## src/rtl/sme_rf_wr_arb.sv

```systemverilog
// ----------------------------------------------------------------------------
// sme_rf_wr_arb
//   Write-port arbiter/scheduler for the SME share register files
//   (shares 1..SMAX-1; share 0 is the GPR file and is not driven here).
//   Two sources compete for the single write port of each share regfile:
//     - bank load writes from the host load path (one share per write)
//     - pipeline writeback of all shares of rd (every share at once)
//   Bank writes have priority. One writeback can be held pending, and a
//   starvation counter bounds how long it waits. All regfile write
//   controls are registered.
//
// Optional feature (macro SME_WR_ARB_SCRUB_EN):
//   Adds scrub_req/scrub_busy. On request, pending writebacks drain, then
//   every address 0..15 in every share regfile is written with zero.
//
// Ports:
//   g_clk, g_resetn   clock, asynchronous active-low reset
//   bank_wen/ready    bank write handshake
//   bank_sel          target share index (legal 1..SMAX-1)
//   bank_waddr/wdata  bank write address/data
//   bank_err          one-cycle pulse: accepted bank write had illegal sel
//   wb_valid/ready    writeback handshake
//   wb_addr/wb_data   rd address, shares 1..SMAX-1 packed (share k = lane k-1)
//   rf_wen            per-regfile write enable (bit k-1 drives share k)
//   rf_addr/rf_wdata  registered write address, per-lane write data
//   scrub_req/busy    (SME_WR_ARB_SCRUB_EN only) scrub request / in progress
// ----------------------------------------------------------------------------
module sme_rf_wr_arb #(
  parameter int unsigned XLEN         = 32,
  parameter int unsigned SMAX         = 4,
  parameter int unsigned STARVE_LIMIT = 3
) (
  input  logic                       g_clk,
  input  logic                       g_resetn,
  input  logic                       bank_wen,
  output logic                       bank_ready,
  input  logic [3:0]                 bank_sel,
  input  logic [3:0]                 bank_waddr,
  input  logic [XLEN-1:0]            bank_wdata,
  output logic                       bank_err,
  input  logic                       wb_valid,
  output logic                       wb_ready,
  input  logic [3:0]                 wb_addr,
  input  logic [(SMAX-1)*XLEN-1:0]   wb_data,
  output logic [SMAX-2:0]            rf_wen,
  output logic [3:0]                 rf_addr,
  output logic [(SMAX-1)*XLEN-1:0]   rf_wdata
`ifdef SME_WR_ARB_SCRUB_EN
  ,
  input  logic                       scrub_req,
  output logic                       scrub_busy
`endif
);

  localparam int unsigned NL = SMAX - 1;
  localparam int unsigned DW = NL * XLEN;
  localparam int unsigned CW = (STARVE_LIMIT > 0) ? $clog2(STARVE_LIMIT + 1) : 1;

  // Writeback holding entry
  logic          r_buf_v;
  logic [3:0]    r_buf_addr;
  logic [DW-1:0] r_buf_data;

  logic [CW-1:0] r_starve_cnt;

  // Registered regfile write controls
  logic [NL-1:0] r_rf_wen;
  logic [3:0]    r_rf_addr;
  logic [DW-1:0] r_rf_wdata;
  logic          r_bank_err;

  logic          w_run;
  logic          w_scrub_hold;
  logic          w_force_wb;
  logic          w_bank_hs;
  logic          w_wb_hs;
  logic          w_grant_bank;
  logic          w_grant_wb;
  logic          w_sel_legal;

  logic [NL-1:0] w_wen_nxt;
  logic [3:0]    w_addr_nxt;
  logic [DW-1:0] w_wdata_nxt;
  logic          w_err_nxt;

`ifdef SME_WR_ARB_SCRUB_EN
  typedef enum logic {
    ST_RUN,
    ST_SCRUB
  } state_t;

  state_t     r_state;
  state_t     w_state_nxt;
  logic [3:0] r_scrub_addr;

  assign w_run        = (r_state == ST_RUN);
  // Holding wb_ready low while a scrub is requested lets the buffer drain
  assign w_scrub_hold = scrub_req;
  assign scrub_busy   = (r_state == ST_SCRUB);

  always_ff @(posedge g_clk or negedge g_resetn) begin
    if (!g_resetn) begin
      r_state      <= ST_RUN;
      r_scrub_addr <= '0;
    end else begin
      r_state <= w_state_nxt;
      if (r_state == ST_SCRUB) begin
        r_scrub_addr <= r_scrub_addr + 4'd1;
      end else begin
        r_scrub_addr <= '0;
      end
    end
  end

  always_comb begin
    w_state_nxt = r_state;
    case (r_state)
      ST_RUN: begin
        if (scrub_req && !r_buf_v) begin
          w_state_nxt = ST_SCRUB;
        end
      end
      ST_SCRUB: begin
        if (r_scrub_addr == 4'hF) begin
          w_state_nxt = ST_RUN;
        end
      end
      default: w_state_nxt = ST_RUN;
    endcase
  end
`else
  assign w_run        = 1'b1;
  assign w_scrub_hold = 1'b0;
`endif

  // Handshakes and grant selection (at most one grant per cycle)
  assign w_force_wb   = r_buf_v && (r_starve_cnt == CW'(STARVE_LIMIT));
  assign bank_ready   = w_run && !w_force_wb;
  assign w_bank_hs    = bank_wen && bank_ready;
  assign w_grant_bank = w_bank_hs;
  assign w_grant_wb   = w_run && !w_bank_hs && r_buf_v;
  // The entry can accept a new writeback in the same cycle it drains
  assign wb_ready     = w_run && !w_scrub_hold && (!r_buf_v || w_grant_wb);
  assign w_wb_hs      = wb_valid && wb_ready;

  assign w_sel_legal  = (bank_sel != 4'd0) && ({28'd0, bank_sel} < SMAX);

  // Writeback buffer
  always_ff @(posedge g_clk or negedge g_resetn) begin
    if (!g_resetn) begin
      r_buf_v    <= 1'b0;
      r_buf_addr <= '0;
      r_buf_data <= '0;
    end else begin
      if (w_wb_hs) begin
        r_buf_v    <= 1'b1;
        r_buf_addr <= wb_addr;
        r_buf_data <= wb_data;
      end else if (w_grant_wb) begin
        r_buf_v    <= 1'b0;
      end
    end
  end

  // Starvation counter: counts bank grants taken while a writeback waits
  always_ff @(posedge g_clk or negedge g_resetn) begin
    if (!g_resetn) begin
      r_starve_cnt <= '0;
    end else begin
      if (!r_buf_v || w_grant_wb) begin
        r_starve_cnt <= '0;
      end else if (w_grant_bank && (r_starve_cnt != CW'(STARVE_LIMIT))) begin
        r_starve_cnt <= r_starve_cnt + 1'b1;
      end
    end
  end

  // Next-state of the registered write port
  always_comb begin
    w_wen_nxt   = '0;
    w_addr_nxt  = r_rf_addr;
    w_wdata_nxt = r_rf_wdata;
    w_err_nxt   = 1'b0;
`ifdef SME_WR_ARB_SCRUB_EN
    if (r_state == ST_SCRUB) begin
      w_wen_nxt   = '1;
      w_addr_nxt  = r_scrub_addr;
      w_wdata_nxt = '0;
    end else
`endif
    if (w_grant_bank) begin
      if (w_sel_legal) begin
        w_addr_nxt  = bank_waddr;
        w_wdata_nxt = '0;
        for (int unsigned k = 0; k < NL; k++) begin
          if ((k + 1) == {28'd0, bank_sel}) begin
            w_wen_nxt[k]                = 1'b1;
            w_wdata_nxt[k*XLEN +: XLEN] = bank_wdata;
          end
        end
      end else begin
        // Illegal share: drop the write but still complete the handshake
        w_err_nxt = 1'b1;
      end
    end else if (w_grant_wb) begin
      w_wen_nxt   = '1;
      w_addr_nxt  = r_buf_addr;
      w_wdata_nxt = r_buf_data;
    end
  end

  always_ff @(posedge g_clk or negedge g_resetn) begin
    if (!g_resetn) begin
      r_rf_wen   <= '0;
      r_rf_addr  <= '0;
      r_rf_wdata <= '0;
      r_bank_err <= 1'b0;
    end else begin
      r_rf_wen   <= w_wen_nxt;
      r_rf_addr  <= w_addr_nxt;
      r_rf_wdata <= w_wdata_nxt;
      r_bank_err <= w_err_nxt;
    end
  end

  assign rf_wen   = r_rf_wen;
  assign rf_addr  = r_rf_addr;
  assign rf_wdata = r_rf_wdata;
  assign bank_err = r_bank_err;

endmodule
```

## config.mk

```make
export PLATFORM = sky130hd
export DESIGN_NAME = sme_rf_wr_arb
export DESIGN_NICKNAME = d
export VERILOG_FILES = /design/src/rtl/sme_rf_wr_arb.sv
export SDC_FILE = /design/constraint.sdc
export NUM_CORES = 1
export LEC_CHECK = 0
export ABC_CLOCK_PERIOD_IN_PS = 5200
export BUFFER_PORTS_ARGS = -buffer_cell sky130_fd_sc_hd__buf_2
export CORE_MARGIN = 3
export CORE_UTILIZATION = 45
export CTS_BUF_LIST = sky130_fd_sc_hd__clkbuf_8
export CTS_CLUSTER_DIAMETER = 200
export DETAILED_ROUTE_END_ITERATION = 7
export PLACE_DENSITY = 0.71
export SLEW_MARGIN = 20
export SYNTH_ARGS = -nofsm -noshare
export SYNTH_HDL_FRONTEND = slang
export SYNTH_SLANG_ARGS = --single-unit
```

## constraint.sdc

```tcl
create_clock -name g_clk -period 5.2 [get_ports g_clk]
set_clock_uncertainty 0.05 [all_clocks]
set_input_delay 0.52 -clock g_clk [delete_from_list [all_inputs] [get_ports g_clk]]
set_output_delay 0.52 -clock g_clk [all_outputs]
set_load 0.01 [all_outputs]
```

==> run metrics, run 1 <==
cells on worst reg2reg path=7; pin count of the biggest net entering global routing=106; DRC viols=0; Design Power=4340 uW; area of the multi-input gates=3070 sq um; Arrival @ worst endpoint=roughly 3300 ps; global-route wire length before repair=35.1 mm; TritonCTS clock tree=built; Sequential cell area=5180 sq um; GR Overflow Total=0; power density cells=roughly 410 nW/um^2; crit-path cells=ha_1 -> a21bo_1 -> buf_6 -> nor4b_4 -> buf_4 -> a22oi_1 -> a21oi_1; area leader, netlist=dfrtp_1; ANT nets after route=0; Die Span Y=144 microns; WP data required=5580 ps; Resize count post-CTS=0; actual slew at the worst max-slew pin=1070 ps; Cell Rows=49; RSZ-0062 raised after global routing=no; final net count=1157; setup_tns=0 ps; die footprint=20700 sq um; register area share after synthesis=60.5%; via count=6764; outcome=finished, final reports clean; drt first-iter violations=383; Final Critical Period=2940 ps; share of cells above drive strength 1=40.4%; GPL Wtd Cong=0.820; die width=around 140 microns; fin. max-slew vios=0; I/O Buffers=around 250; P&R area growth vs syn=24.3%; Starting Density=46.7%; hold buffers post-CTS=0; CP Capture Type=register; GRT Resource Usage Total=21.3%; clk root buf=clkbuf_8; critical path fanouts, max=21; post-CTS setup buffer count=0; clk_lat worst skew=500 ps; worst relative slew slack=28.6%; IO Pins=250; CTS Buf Count=36; Crit-path slowest cell=nor4b_4; Gate Count Post-Synth=approximately 770; Fin. Hold Viols=0; syn nets=913; vias in the first global route=6932; vias per cell=5.33; Reg clk slew, reported paths=60 ps; maxcap violations=0; H-tree depth=2; syn avg cell area=11.2 sq um; synthesized flop and latch total=between 200 and 250; Synth top area share=60.5%; static leakage=a little under 0.005 uW; DR pass1 iterations=4; reg2reg setup slack=2260 ps; biggest cell delay along the critical path=850 ps; capturing point of the worst reg2reg path=rf_wdata[12]; CTS Buffer Depth=3; Avg WL per Cell=17.7 microns; Fmax=0.340 GHz; Core Area=18300 sq um; Synthesis Warnings=0; DPL Wire Length=roughly 15 mm; worst hold-check path type=in -> async; final wirelength=roughly 22 mm; Mapped Area=around 8600 sq um; crit start category=register; antenna violations before repair=3; # setup viols final=0; Final period util=a little under three fifths; reg2reg start=r_starve_cnt[0]; fill count=1582; library cells used by synthesis=27; CTS sink count=207; VDD IR max=about 0.24 mV; critical path class=reg -> reg; Synth area leaders=dfrtp_1 (60%), mux2_2 (13%), a21oi_1 (5.8%)
-- critical path, delay by kind of cell, from the launching register on --
family,cells,cell delay [ps]
adder cells (fa/ha/maj),1,240
buffers and inverters,2,680
AO/OA/AOI/OAI,3,650
flip-flops,1,390
AND/OR/NAND/NOR,1,850
-- placed cells by master (no fill, tap or decap), types with 5 or more instances in the layout --
cell type / Yosys / routed
nor2_1: 104 / 104
buf_4: 11 / 8
nand2_1: 85 / 85
buf_2: 25 / 248
a22oi_1: 16 / 16
o21ai_0: 80 / 80
inv_1: 3 / 15
mux2_2: 100 / 100
dfrtp_1: 207 / 207
clkbuf_8: 0 / 45
a21oi_1: 100 / 100
clkinv_2: 0 / 5
-- metrics by stage --
| step | instances | util (%) | worst slack, ps | hold WS, ps | area, sq um |
|---|---|---|---|---|---|
| 2_1_floorplan | 768 | - | 3330 | 174 | 8570 |
| 3_3_place_gp | 1201 | 53.9 | 1880 | 369 | 9880 |
| 3_5_place_dp | 1203 | 54.0 | 2230 | 390 | 9900 |
| 4_1_cts | 1268 | 58.1 | 2210 | 65.2 | 10700 |
| 5_1_grt | 1268 | 58.1 | 2080 | 86.1 | 10700 |
| 6_report | 1269 | 58.1 | 2260 | 28.6 | 10700 |
-- report_power, final --
group / total, uW / switching [uW] / internal [uW]
logic: 784 / 422 / 362
registers: 2040 / 146 / 1890
clock network: 1520 / 651 / 867
-- final cells by class --
class                      instances  area share (%)
sequential                       207            48.6
multi-input combinational        504            28.8
timing repair buffer             260            12.7
clock buffer                      44            5.68
tap                              229            2.69
clock inverter                    21            1.36
inverter                           3           0.106
antenna                            1          0.0235
-- sequential cells by signal (all words and copies together) (netlist names) --
register      flops
r_buf_v           1
bank_err          1
r_starve_cnt      2
rf_wdata         96
r_buf_data       96
r_buf_addr        4
rf_addr           4
rf_wen            3
-- synth_stat cells --
| cell type | count |
|---|---|
| ha_1 | 1 |
| mux2_2 | 100 |
| o32ai_2 | 1 |
| or3_1 | 1 |
| inv_1 | 3 |
| o21ai_0 | 80 |
| clkbuf_1 | 9 |
| nor2b_1 | 1 |
| and3_1 | 1 |
| buf_2 | 25 |
| nand2b_1 | 2 |
| a22oi_1 | 16 |
| nand2_1 | 85 |
| o21ai_1 | 1 |
| nor2_2 | 1 |
| a21bo_1 | 1 |
| or2_1 | 1 |
| nand2_2 | 1 |
| dfrtp_1 | 207 |
| nor3_2 | 1 |
| nor4b_4 | 1 |
| or4b_1 | 1 |
| buf_6 | 9 |
| buf_4 | 11 |
| mux2i_1 | 4 |
| a21oi_1 | 100 |
| nor2_1 | 104 |
-- metal layers --
metal,track usage (%),part of all wire (%),wire [microns]
met1,26.1,40,8960
met4,7.53,2.5,552
met5,0,0.11,25
met3,6.88,8.8,1980
met2,35.8,49,11000
-- cell families (layout without fill, tap and decap cells) --
family                     Yosys count  in the layout  share of synthesized area [%]
muxes                              104            104                           13.6
AOI/OAI and AO/OA                  199            199                           12.3
other                                0              1                              0
adders and majority gates            1              1                          0.146
buffers and inverters               57            328                           4.13
and+or+nand+nor                    200            200                           9.38
DFF                                207            207                           60.5
-- worst max path at each step --
stage,startpoint,to,slack [ps],cells after the start
floorplan,r_starve_cnt[0],rf_wdata[48],3330,8
global placement,bank_wen,rf_wdata[42],1880,6
detailed placement,r_starve_cnt[0],rf_wdata[12],2230,7
CTS,r_starve_cnt[0],rf_wdata[12],2210,7
global route,r_starve_cnt[0],rf_wdata[12],2080,7
finish,r_starve_cnt[0],rf_wdata[12],2260,7
Note: power is estimated with default switching activity, not from simulation.
==> run 2: changes to the inputs <==
ABC_CLOCK_PERIOD_IN_PS = 2400   (was 5200)
PLACE_DENSITY = 0.74   (was 0.71)
clock period = 2.4 ns   (was 5.2 ns; I/O delays follow)
==> run 2 against run 1 <==
Compared with the run above:
- clock power increased by 110%
- wire length grew 17%
- register-to-register slack got worse by 2100 ps
- sequential power increased by 120%
- critical path type unchanged
- critical endpoint is now rf_wdata[90]
==> run metrics, run 2 (synthesis results as in run 1) <==
CTS Buf Count=37 (+2.8%); critical path class=reg -> reg; power density cells=790 nW/um^2 (+94%); worst hold-check path type=in -> reg; clk root buf=clkbuf_8; final wirelength=26.2 mm (+17%); Reg clk slew, reported paths=60 ps (about the same); Fmax=0.455 GHz (+34%); final worst setup slack=202 ps (-2050 ps); outcome=finished, final reports clean; DRC viols=0 (unchanged); actual slew at the worst max-slew pin=587 ps (-482 ps); die width=144 microns (unchanged); clk_lat worst skew=520 ps (+20 ps); I/O Buffers=249 (unchanged); vias per cell=5.38 (+0.97%); H-tree depth=2 (unchanged); Resize count post-CTS=0 (unchanged); Final Critical Period=2200 ps (-746 ps); GR Overflow Total=0 (unchanged); TritonCTS clock tree=built; Avg WL per Cell=18.5 microns (+4.4%); die footprint=20700 sq um (unchanged); DPL Wire Length=15.4 mm (+5.2%); GPL Wtd Cong=0.816 (-0.55%); biggest cell delay along the critical path=390 ps (-460 ps); fin. max-slew vios=0 (unchanged); critical path fanouts, max=69 (+230%); Fin. Hold Viols=0 (unchanged); CTS sink count=207 (unchanged); dpl ws=252 ps (-1980 ps); via count=7637 (+13%); # setup viols final=0 (unchanged); worst path buffer plus inverter count=2 (unchanged); Core Area=18300 sq um (unchanged); Cell Rows=49 (unchanged); CTS Buffer Depth=3 (unchanged); VDD IR max=0.496 mV (+110%); CP delay by family, top=compound AO/OA/AOI/OAI gates; Final period util=91.6% (+35 points); crit-path cells=ha_1 -> a21bo_1 -> buf_4 -> o32ai_4 -> buf_12 -> nor2_1 -> a21oi_1; WP data required=2770 ps (-2810 ps); antenna violations before repair=1 (-2); P&R area growth vs syn=42.0%; CP Capture Type=register; final net count=1304 (+13%); Arrival @ worst endpoint=2570 ps (-750 ps); ANT nets after route=0 (unchanged); RSZ-0062 raised after global routing=no; commonest non-fill, non-tap cell in the layout=buf_2; GRT Resource Usage Total=25.0% (+3.6 points); worst relative slew slack=60.9% (+32 points); most frequent cells in the layout=buf_2 (248), dfrtp_1 (207), dlygate4sd3_1 (136); global-route wire length before repair=40.9 mm (+16%); Crit-path slowest cell=dfrtp_1; vias in the first global route=8195 (+18%); IO Pins=250 (unchanged); Die Span Y=144 microns (unchanged); fill count=1368 (-14%); static leakage=0.00554 uW (+13%); share of cells above drive strength 1=36.6% (-3.8 points); pin count of the biggest net entering global routing=81 (-24%); drt first-iter violations=304 (-21%); Starting Density=46.7% (unchanged); maxcap violations=0 (unchanged); setup_tns=0 ps (unchanged); DR pass1 iterations=4 (unchanged); crit start category=register
[run 2: final timing paths]
kind                                       from              end  slack, ps  cells after the start
worst min register to register  r_starve_cnt[0]  r_starve_cnt[0]        400                      1
min in group asynchronous              g_resetn   r_buf_data[91]        260                      2
worst max-delay path            r_starve_cnt[0]     rf_wdata[90]        200                      7
worst max register to register  r_starve_cnt[0]     rf_wdata[90]        200                      7
worst min-delay path             bank_wdata[12]     rf_wdata[12]         60                      3
max in group asynchronous              g_resetn   r_buf_data[57]       1270                      3
[run 2: final cells by class]
class                   instances  area (sq um)  share of cell area, %
flip-flops and latches        207          5180                   42.6
repair buffers                406          2890                   23.7
clock inverters                20          97.6                  0.802
well taps                     229           287                   2.35
diodes                          4          10.0                 0.0822
inverters                       3          11.3                 0.0925
multi-input cells             504          3070                   25.2
clock buffers                  46           633                   5.20
[run 2: per-layer routing]
metal	vias up	routed length [microns]	GRT usage, %
li1	3425	-	-
met1	3767	10300	29.5
met2	362	13100	43.3
met3	83	2000	5.99
met4	0	912	11.1
met5	-	0	0
[run 2: power by group]
group	switching [uW]	internal, uW	total, uW
Sequential	344	4100	4450
Combinational	1000	960	1960
Clock	1460	1740	3200
Total	2810	6800	9610
[run 2: through the flow]
| stage | power [uW] | utilization, % | hold WS, ps | cells | cell area [sq um] |
|---|---|---|---|---|---|
| 2_1_floorplan | 5390 | - | -106 | 768 | 8570 |
| 3_3_place_gp | 6180 | 54.9 | 248 | 1213 | 10100 |
| 3_5_place_dp | 6250 | 54.9 | 255 | 1213 | 10100 |
| 4_1_cts | 9660 | 66.3 | 36.9 | 1415 | 12200 |
| 5_1_grt | 10100 | 66.4 | 69.5 | 1416 | 12200 |
| 6_report | 9610 | 66.4 | 61.6 | 1419 | 12200 |
[run 2: worst min-delay path, cell delays in order]
cell and delay (ps):
buf_2 120, a22oi_1 80, a21oi_1 140
[run 2: what timing repair did]
action	in CTS	in global routing
hold endpoints to repair	254	0
hold buffers	136	0
setup buffers	0	0
